File: config.mk
export PLATFORM = sky130hd
export DESIGN_NAME = pqr5_mem_dump_streamer
export DESIGN_NICKNAME = d
export VERILOG_FILES = /design/src/rtl/pqr5_core_pkg.sv /design/src/rtl/pqr5_subsystem_pkg.sv /design/src/rtl/pqr5_mem_dump_streamer.sv
export SDC_FILE = /design/constraint.sdc
export NUM_CORES = 1
export LEC_CHECK = 0
export ABC_AREA = 1
export CAP_MARGIN = 10
export CELL_PAD_IN_SITES_DETAIL_PLACEMENT = 1
export CELL_PAD_IN_SITES_GLOBAL_PLACEMENT = 1
export CORE_AREA = 2 2 102 104
export DETAILED_ROUTE_END_ITERATION = 7
export DIE_AREA = 0 0 104 106
export PLACE_DENSITY_LB_ADDON = 0.1
export SLEW_MARGIN = 30
export SYNTH_ARGS = -nofsm -noshare
export SYNTH_HDL_FRONTEND = slang
export SYNTH_SLANG_ARGS = --single-unit
File: constraint.sdc
create_clock -name clk -period 1.83 [get_ports clk]
set_clock_uncertainty 0.1 [all_clocks]
set_input_delay 0.4575 -clock clk [delete_from_list [all_inputs] [get_ports clk]]
set_output_delay 0.4575 -clock clk [all_outputs]
set_load 0.01 [all_outputs]
File: src/rtl/pqr5_core_pkg.sv
// pqr5_core_pkg
//   Core-wide constants shared by the pqr5 subsystem blocks.
//   DSIZE : width of a RAM data word in bits.
package pqr5_core_pkg;
  localparam int DSIZE = 32;
endpackage

File: src/rtl/pqr5_subsystem_pkg.sv
// pqr5_subsystem_pkg
//   Types and constants shared by pqr5 subsystem blocks.
//   dump_state_t : state encoding of the memory dump streamer.
//   BYTE_SHIFT   : word index -> byte address shift (32-bit words).
package pqr5_subsystem_pkg;
  typedef enum logic [2:0] {
    IDLE  = 3'd0,
    FETCH = 3'd1,
    LATCH = 3'd2,
    EMIT  = 3'd3,
    CSUM  = 3'd4,
    DONE  = 3'd5
  } dump_state_t;

  localparam int BYTE_SHIFT = 2;
endpackage

File: src/rtl/pqr5_mem_dump_streamer.sv
// pqr5_mem_dump_streamer
//   Walks a subsystem RAM (IMEM/DMEM) from word 0 to DEPTH-1 on a start pulse
//   and emits one {byte address, data word} beat per word on a valid/ready
//   stream, so the RAM contents can be pulled out over a debug transport.
//
//   Ports
//     clk, srst      clock, synchronous active-high reset
//     start_i        begin a dump (ignored while busy_o)
//     busy_o         dump in progress (FETCH/LATCH/EMIT/CSUM/DONE)
//     done_o         one-cycle pulse after the final beat handshake
//     mem_re_o       RAM read enable
//     mem_addr_o     RAM word address
//     mem_rdata_i    RAM read data, valid one cycle after mem_re_o
//     out_valid_o    stream beat valid
//     out_ready_i    stream sink ready
//     out_addr_o     byte address of the beat (word index * 4)
//     out_data_o     data word of the beat
//     out_last_o     final beat of the dump
//
//   Build option
//     PQR5_DUMP_CSUM_EN : append one extra beat at byte address DEPTH*4
//                         carrying the XOR of all dumped words; that beat,
//                         not the last data word, carries out_last_o.
module pqr5_mem_dump_streamer
  import pqr5_core_pkg::*;
  import pqr5_subsystem_pkg::*;
#(
  parameter int DEPTH = 1024,
  parameter int AW    = 10
) (
  input  logic             clk,
  input  logic             srst,
  input  logic             start_i,
  output logic             busy_o,
  output logic             done_o,
  output logic             mem_re_o,
  output logic [AW-1:0]    mem_addr_o,
  input  logic [DSIZE-1:0] mem_rdata_i,
  output logic             out_valid_o,
  input  logic             out_ready_i,
  output logic [31:0]      out_addr_o,
  output logic [DSIZE-1:0] out_data_o,
  output logic             out_last_o
);

  // One extra pointer bit so DEPTH == 2**AW never wraps; the end of the
  // walk is detected by comparing against DEPTH-1, not by overflow.
  localparam logic [AW:0] LAST_IDX = (AW+1)'(DEPTH - 1);

  dump_state_t      state_reg, state_next;
  logic [AW:0]      ptr_reg, ptr_next;
  logic [DSIZE-1:0] data_reg, data_next;
  logic             is_last;

`ifdef PQR5_DUMP_CSUM_EN
  localparam logic [31:0] CSUM_ADDR = 32'(DEPTH) << BYTE_SHIFT;
  logic [DSIZE-1:0] csum_reg, csum_next;
`endif

  assign is_last = (ptr_reg == LAST_IDX);

  always_ff @(posedge clk) begin
    if (srst) begin
      state_reg <= IDLE;
      ptr_reg   <= '0;
      data_reg  <= '0;
`ifdef PQR5_DUMP_CSUM_EN
      csum_reg  <= '0;
`endif
    end else begin
      state_reg <= state_next;
      ptr_reg   <= ptr_next;
      data_reg  <= data_next;
`ifdef PQR5_DUMP_CSUM_EN
      csum_reg  <= csum_next;
`endif
    end
  end

  always_comb begin
    state_next  = state_reg;
    ptr_next    = ptr_reg;
    data_next   = data_reg;
`ifdef PQR5_DUMP_CSUM_EN
    csum_next   = csum_reg;
`endif
    busy_o      = 1'b0;
    done_o      = 1'b0;
    mem_re_o    = 1'b0;
    mem_addr_o  = '0;
    out_valid_o = 1'b0;
    out_addr_o  = '0;
    out_data_o  = '0;
    out_last_o  = 1'b0;

    case (state_reg)
      IDLE: begin
        if (start_i) begin
          ptr_next   = '0;
`ifdef PQR5_DUMP_CSUM_EN
          csum_next  = '0;
`endif
          state_next = FETCH;
        end
      end

      FETCH: begin
        busy_o     = 1'b1;
        mem_re_o   = 1'b1;
        mem_addr_o = ptr_reg[AW-1:0];
        state_next = LATCH;
      end

      // RAM data is valid in this cycle (one cycle after the read enable).
      LATCH: begin
        busy_o     = 1'b1;
        data_next  = mem_rdata_i;
`ifdef PQR5_DUMP_CSUM_EN
        csum_next  = csum_reg ^ mem_rdata_i;
`endif
        state_next = EMIT;
      end

      // Beat fields come straight from registers, so they hold stable
      // for as long as the sink stalls.
      EMIT: begin
        busy_o      = 1'b1;
        out_valid_o = 1'b1;
        out_addr_o  = 32'(ptr_reg) << BYTE_SHIFT;
        out_data_o  = data_reg;
`ifdef PQR5_DUMP_CSUM_EN
        out_last_o  = 1'b0;
        if (out_ready_i) begin
          if (is_last) begin
            state_next = CSUM;
          end else begin
            ptr_next   = ptr_reg + (AW+1)'(1);
            state_next = FETCH;
          end
        end
`else
        out_last_o  = is_last;
        if (out_ready_i) begin
          if (is_last) begin
            state_next = DONE;
          end else begin
            ptr_next   = ptr_reg + (AW+1)'(1);
            state_next = FETCH;
          end
        end
`endif
      end

`ifdef PQR5_DUMP_CSUM_EN
      CSUM: begin
        busy_o      = 1'b1;
        out_valid_o = 1'b1;
        out_addr_o  = CSUM_ADDR;
        out_data_o  = csum_reg;
        out_last_o  = 1'b1;
        if (out_ready_i) begin
          state_next = DONE;
        end
      end
`endif

      DONE: begin
        busy_o     = 1'b1;
        done_o     = 1'b1;
        state_next = IDLE;
      end

      default: begin
        state_next = IDLE;
      end
    endcase
  end

endmodule
Yosys cells after proc, flatten, opt, wreduce, memory -nomap -nowiden. Cells that the tools add are included.

Register bits after elaboration: 46. Input port bits: 36. Output and inout port bits: 79. Logic and storage cells: 33.

Add/subtract/negate cells: 1. Eq/ne operators: 8. Multiplexer cells: 16. Reduce and logical (&&, ||, !) cells: 5.

Operators by type and width (number): 11-bit 2-to-1 mux (3); 32-bit 2-to-1 mux (1); 11-bit case mux with 2 select lines (1); 13-bit 2-to-1 mux (1); 3-bit case mux with 4 select lines (1); 11-bit by 1-bit adder with 11-bit output, second input constant (1); 11-bit by 10-bit equality test with 1-bit output, second input constant (1); 10-bit 2-to-1 mux (1); 3-bit 2-to-1 mux (3); 3-bit by 2-bit equality test with 1-bit output, second input constant (2); 2-bit != test, second input constant (3); 1-bit 2-to-1 mux (5); 4-bit AND reduction (1); 4-bit OR reduction (1); 3-bit by 1-bit equality test with 1-bit output, second input constant (1); 3-bit equality test, second input constant (1); 3-bit zero test (1); 2-bit AND reduction (1); 2-bit nonzero test (1).

Depth between registers and ports, before layout.
Depth after elaboration: 4. Depth in mapped cells: 11. Gate-level depth less buffers: 10.

Worst setup path before layout. Ideal clock, no wire load.

Path kind: flip-flop to output port. From: reg state_reg[1]. To: out mem_addr_o[0]. Arrival: 1.117 ns. Required time: 1.272 ns. Slack: 0.156 ns. Cell stages (with the launch flop): 7. Path buffers: 1. Path through: dfxtp_1 -> inv_1 -> nand2_1 -> nor2_1 -> inv_1 -> clkbuf_1 -> nor2_1.

Longest elaborated chain between the ends: 2.

Ends and longest elaborated chain: from (decl) (RTL line pqr5_mem_dump_streamer.sv:50) `dump_state_t state_reg, state_next;`; from (signal assigned) (RTL line pqr5_mem_dump_streamer.sv:71) `state_reg <= state_next;`; 3-bit by 1-bit equality test with 1-bit output (RTL line pqr5_mem_dump_streamer.sv:96) `case (state_reg)`; 10-bit 2-to-1 mux (RTL line pqr5_mem_dump_streamer.sv:96); to (decl) (RTL line pqr5_mem_dump_streamer.sv:37) `output logic [AW-1:0] mem_addr_o,`.

Every way passes these cells.

Worst setup path in the final report.
From: reg state_reg[1]. To: out mem_addr_o[4].

The elaborated chain is that of the path after synthesis.

==> results.yml <==
cells_and_area:
  final_layout_size_suffix_gt1_share_pct: 35.4
  most-common-layout-cells: "sky130_fd_sc_hd__inv_1 (55), sky130_fd_sc_hd__nor2_1 (51), sky130_fd_sc_hd__buf_2 (48)"
  area_of_the_multi_input_gates_um2: 1260
  final-seq-area_um2: 932
  antenna-diode-count: 0
  final_common_cell: "sky130_fd_sc_hd__inv_1"
  areaGrowthSynthToFinish_pct: 66.5
  final_design_area_no_fill_um2: 4050
  fill_cells: 1283
  count_of_nets_after_finishing: 547
  largest_register_ff_count: 32
routing:
  detail_route.drc_violations: 0
  post_route_antenna_net_violation_count: 0
  viasPerCell: 4.19
  first_pass_iters: 4
  wire_length_per_cell_after_detailed_routing_um: 13.6
  drt-initial-drc-count: 63
  routed_wirelength_um: 8770
  wl_met3_um: 444
  top_layer_used: "met4"
  met2_length_um: 4330
  routed-via-count: 2708
  met1_wire_length_um: 3940
pwr:
  comb_power_share_pct: 38.0
  clkPwrFrac_pct: 24.5
  switching_power_share_of_the_total_pct: 34.3
  internal_power_mw: 2.14
  static-leakage-power_nw: 1.82
  power_mw: 3.26
  power_switching_mw: 1.12
  power_per_standard_cell_area_nw_per_um2: 804
  peak_supply_drop_mv: 0.351
  pwr-share-seq_pct: 37.5
die:
  die_h_um: 106
  ioPinCount: 115
  floorplan.die.width_um: 104
  initial_utilization_pct: 24.3
  fp.coreArea_um2: 10000
  rows: 37
  dieArea_um2: 11000
grt:
  grt_start_max_net_pins: 43
  groute.usage.overall_pct: 14.1
  overflow: 0
  grt_antenna_before_repair: 0
  via_count_of_the_first_global_routing_pass: 2605
  grt_pass1_wl_um: 12800
sta:
  whs_ps: 358
  final-setup-viol-count: 56
  max_clock_freq_mhz: 497
  rsz0062_at_grt: "true"
  setup_ws_ps: -183
  timing.final.hold_violations: 0
  finalMaxSlewViolations: 0
  post-route-period-util_pct: 110
  min_period_ps: 2010
synth:
  yosysSeqAreaShare_pct: 37.9
  synth_top_cells_by_area: "sky130_fd_sc_hd__dfxtp_1 (38%), sky130_fd_sc_hd__nor2_1 (12%), sky130_fd_sc_hd__inv_1 (9.0%)"
  ys_ff_latch: 46
  syn-instance-count: 371
  synth_top_cell_by_area: "sky130_fd_sc_hd__dfxtp_1"
  async_flop_share_pct: 0
  synth_cell_type_count: 27
  ys.warnings.count: 0
  synth-edff-count: 0
  per_instance_average_area_after_synthesis_um2: 6.55
  synth_largest_type_area_fraction_pct: 37.9
  dominantRegCellSynth: "sky130_fd_sc_hd__dfxtp_1"
  synth.cell_area_um2: 2430
clocking:
  cts_made_buffers: 5
  root_buffer: "sky130_fd_sc_hd__clkbuf_8"
  htree_num_levels: 2
  cts_tree: "yes"
  clk_latency_ps: 300
  cts.sink_count: 46
  clock_transition_at_path_regs_ps: 90
  postCtsHoldBufs: 0
  clock_tree.buffer_depth: 2
setup_path:
  reg2reg_setup_slack_ps: 30
  critPathCaptureType: "output pin"
  cp.arrival_ps: 1460
  critical_path.cell_chain: "inv_2 -> nand2_4 -> nor2_4 -> clkinvlp_4 -> buf_6 -> buf_6 -> nor2_4 -> buf_6"
  critical_path_class: "flop to output pin"
  timing.critical_path.slowest_stage_cell: "sky130_fd_sc_hd__dfxtp_2"
  setup.worst_path.start_class: "flop"
  regToRegEndpoint: "ptr_reg[8]"
  crit_path_max_incr_delay_ps: 340
  crit_path_max_fanout: 3
  critical_path.reg2reg.startpoint: "state_reg[1]"
  critPathRequiredTime_ps: 1270
  crit_path_frequent_cell: "sky130_fd_sc_hd__buf_6"
  worst-r2r-cell-count: 13
hold_path:
  hold_crit_start: "data_reg[11]"
  hold_end: "data_reg[11]"
  worst_hold_path_depth: 2
  hold_path.class: "flop to flop"
placed_design:
  place.port_buffers: 93
  dp_hpwl_um: 5440
  place_ws_ps: -275
  place_area_um2: 3620
  gp_congestion: 0.772
outcome:
  failing_checks: "setup timing"
  status: "complete, but fails checks"
job:
  maxCapViolCount: 0
-- worst max path at each step --
stage,startpoint,endpoint,slack (ps),cells after the start
after floorplan,state_reg[1],mem_addr_o[0],160,6
after global placement,ptr_reg[0],out_last_o,-230,6
after detailed placement,ptr_reg[0],out_last_o,-280,6
after CTS,state_reg[1],mem_addr_o[4],-240,8
after global routing,state_reg[1],mem_addr_o[4],-280,8
final,state_reg[1],mem_addr_o[4],-180,8
-- cell families after synthesis --
kind of cell	after synthesis	synth area share, %
adders and majority gates	1	0.515
and+or+nand+nor	146	26.0
other	1	0.154
buffers and inverters	102	19.9
DFF	46	37.9
AOI/OAI and AO/OA	75	15.6
-- layout make-up --
type	count	share of cell area, %
Tap cell	136	4.20
Timing Repair Buffer	151	32.8
Sequential cell	46	23.0
Clock buffer	5	1.70
Inverter	62	5.90
Timing Repair inverter	1	0.185
Clock inverter	3	1.08
Multi-Input combinational cell	243	31.1
-- critical path, delay by kind of cell, from the launching register on --
family | cells | cell delay [ps]
buffers and inverters | 5 | 570
and+or+nand+nor | 3 | 250
DFF | 1 | 340
-- metrics by stage --
step / TNS (ps) / cells / utilization (%)
floorplan: 0 / 391 / -
global placement: -7370 / 610 / 36.2
detailed placement: -7380 / 610 / 36.2
CTS: -4130 / 629 / 36.5
global route: -12940 / 647 / 40.5
finish: -7100 / 647 / 40.5
-- synthesized netlist by cell type (2+ instances only) --
cell	number
sky130_fd_sc_hd__o21ai_0	35
sky130_fd_sc_hd__nand2_2	3
sky130_fd_sc_hd__nor2_1	80
sky130_fd_sc_hd__nor2_2	2
sky130_fd_sc_hd__a21oi_1	37
sky130_fd_sc_hd__nand3_1	13
sky130_fd_sc_hd__nand3_2	5
sky130_fd_sc_hd__buf_4	22
sky130_fd_sc_hd__buf_1	4
sky130_fd_sc_hd__nor3_1	2
sky130_fd_sc_hd__inv_1	58
sky130_fd_sc_hd__clkbuf_1	6
sky130_fd_sc_hd__dfxtp_1	46
sky130_fd_sc_hd__inv_2	3
sky130_fd_sc_hd__nand2_1	37
sky130_fd_sc_hd__buf_2	7
-- power by group through the flow --
stage	registers (mW)	logic, mW	clock network [mW]
finish	1.22	1.24	0.797
global placement	1.22	0.906	0
CTS	1.22	1.01	0.826
detailed placement	1.23	0.920	0
floorplan	1.22	0.580	0
global route	1.24	1.36	0.873
-- per-layer routing --
| layer | global-route usage, % | up-vias |
|---|---|---|
| met5 | 0 | - |
| met1 | 17.0 | 1265 |
| met4 | 2.90 | 0 |
| met2 | 25.6 | 65 |
| li1 | - | 1374 |
| met3 | 3.37 | 4 |
-- timing repair --
action	in CTS	in global routing
pin swaps	4	13
gates cloned	1	6
endpoints found under the hold margin	0	0
buffers inserted	10	13
setup endpoints to repair	58	66
resized for setup	249	52
(Power assumes the default switching activity.)
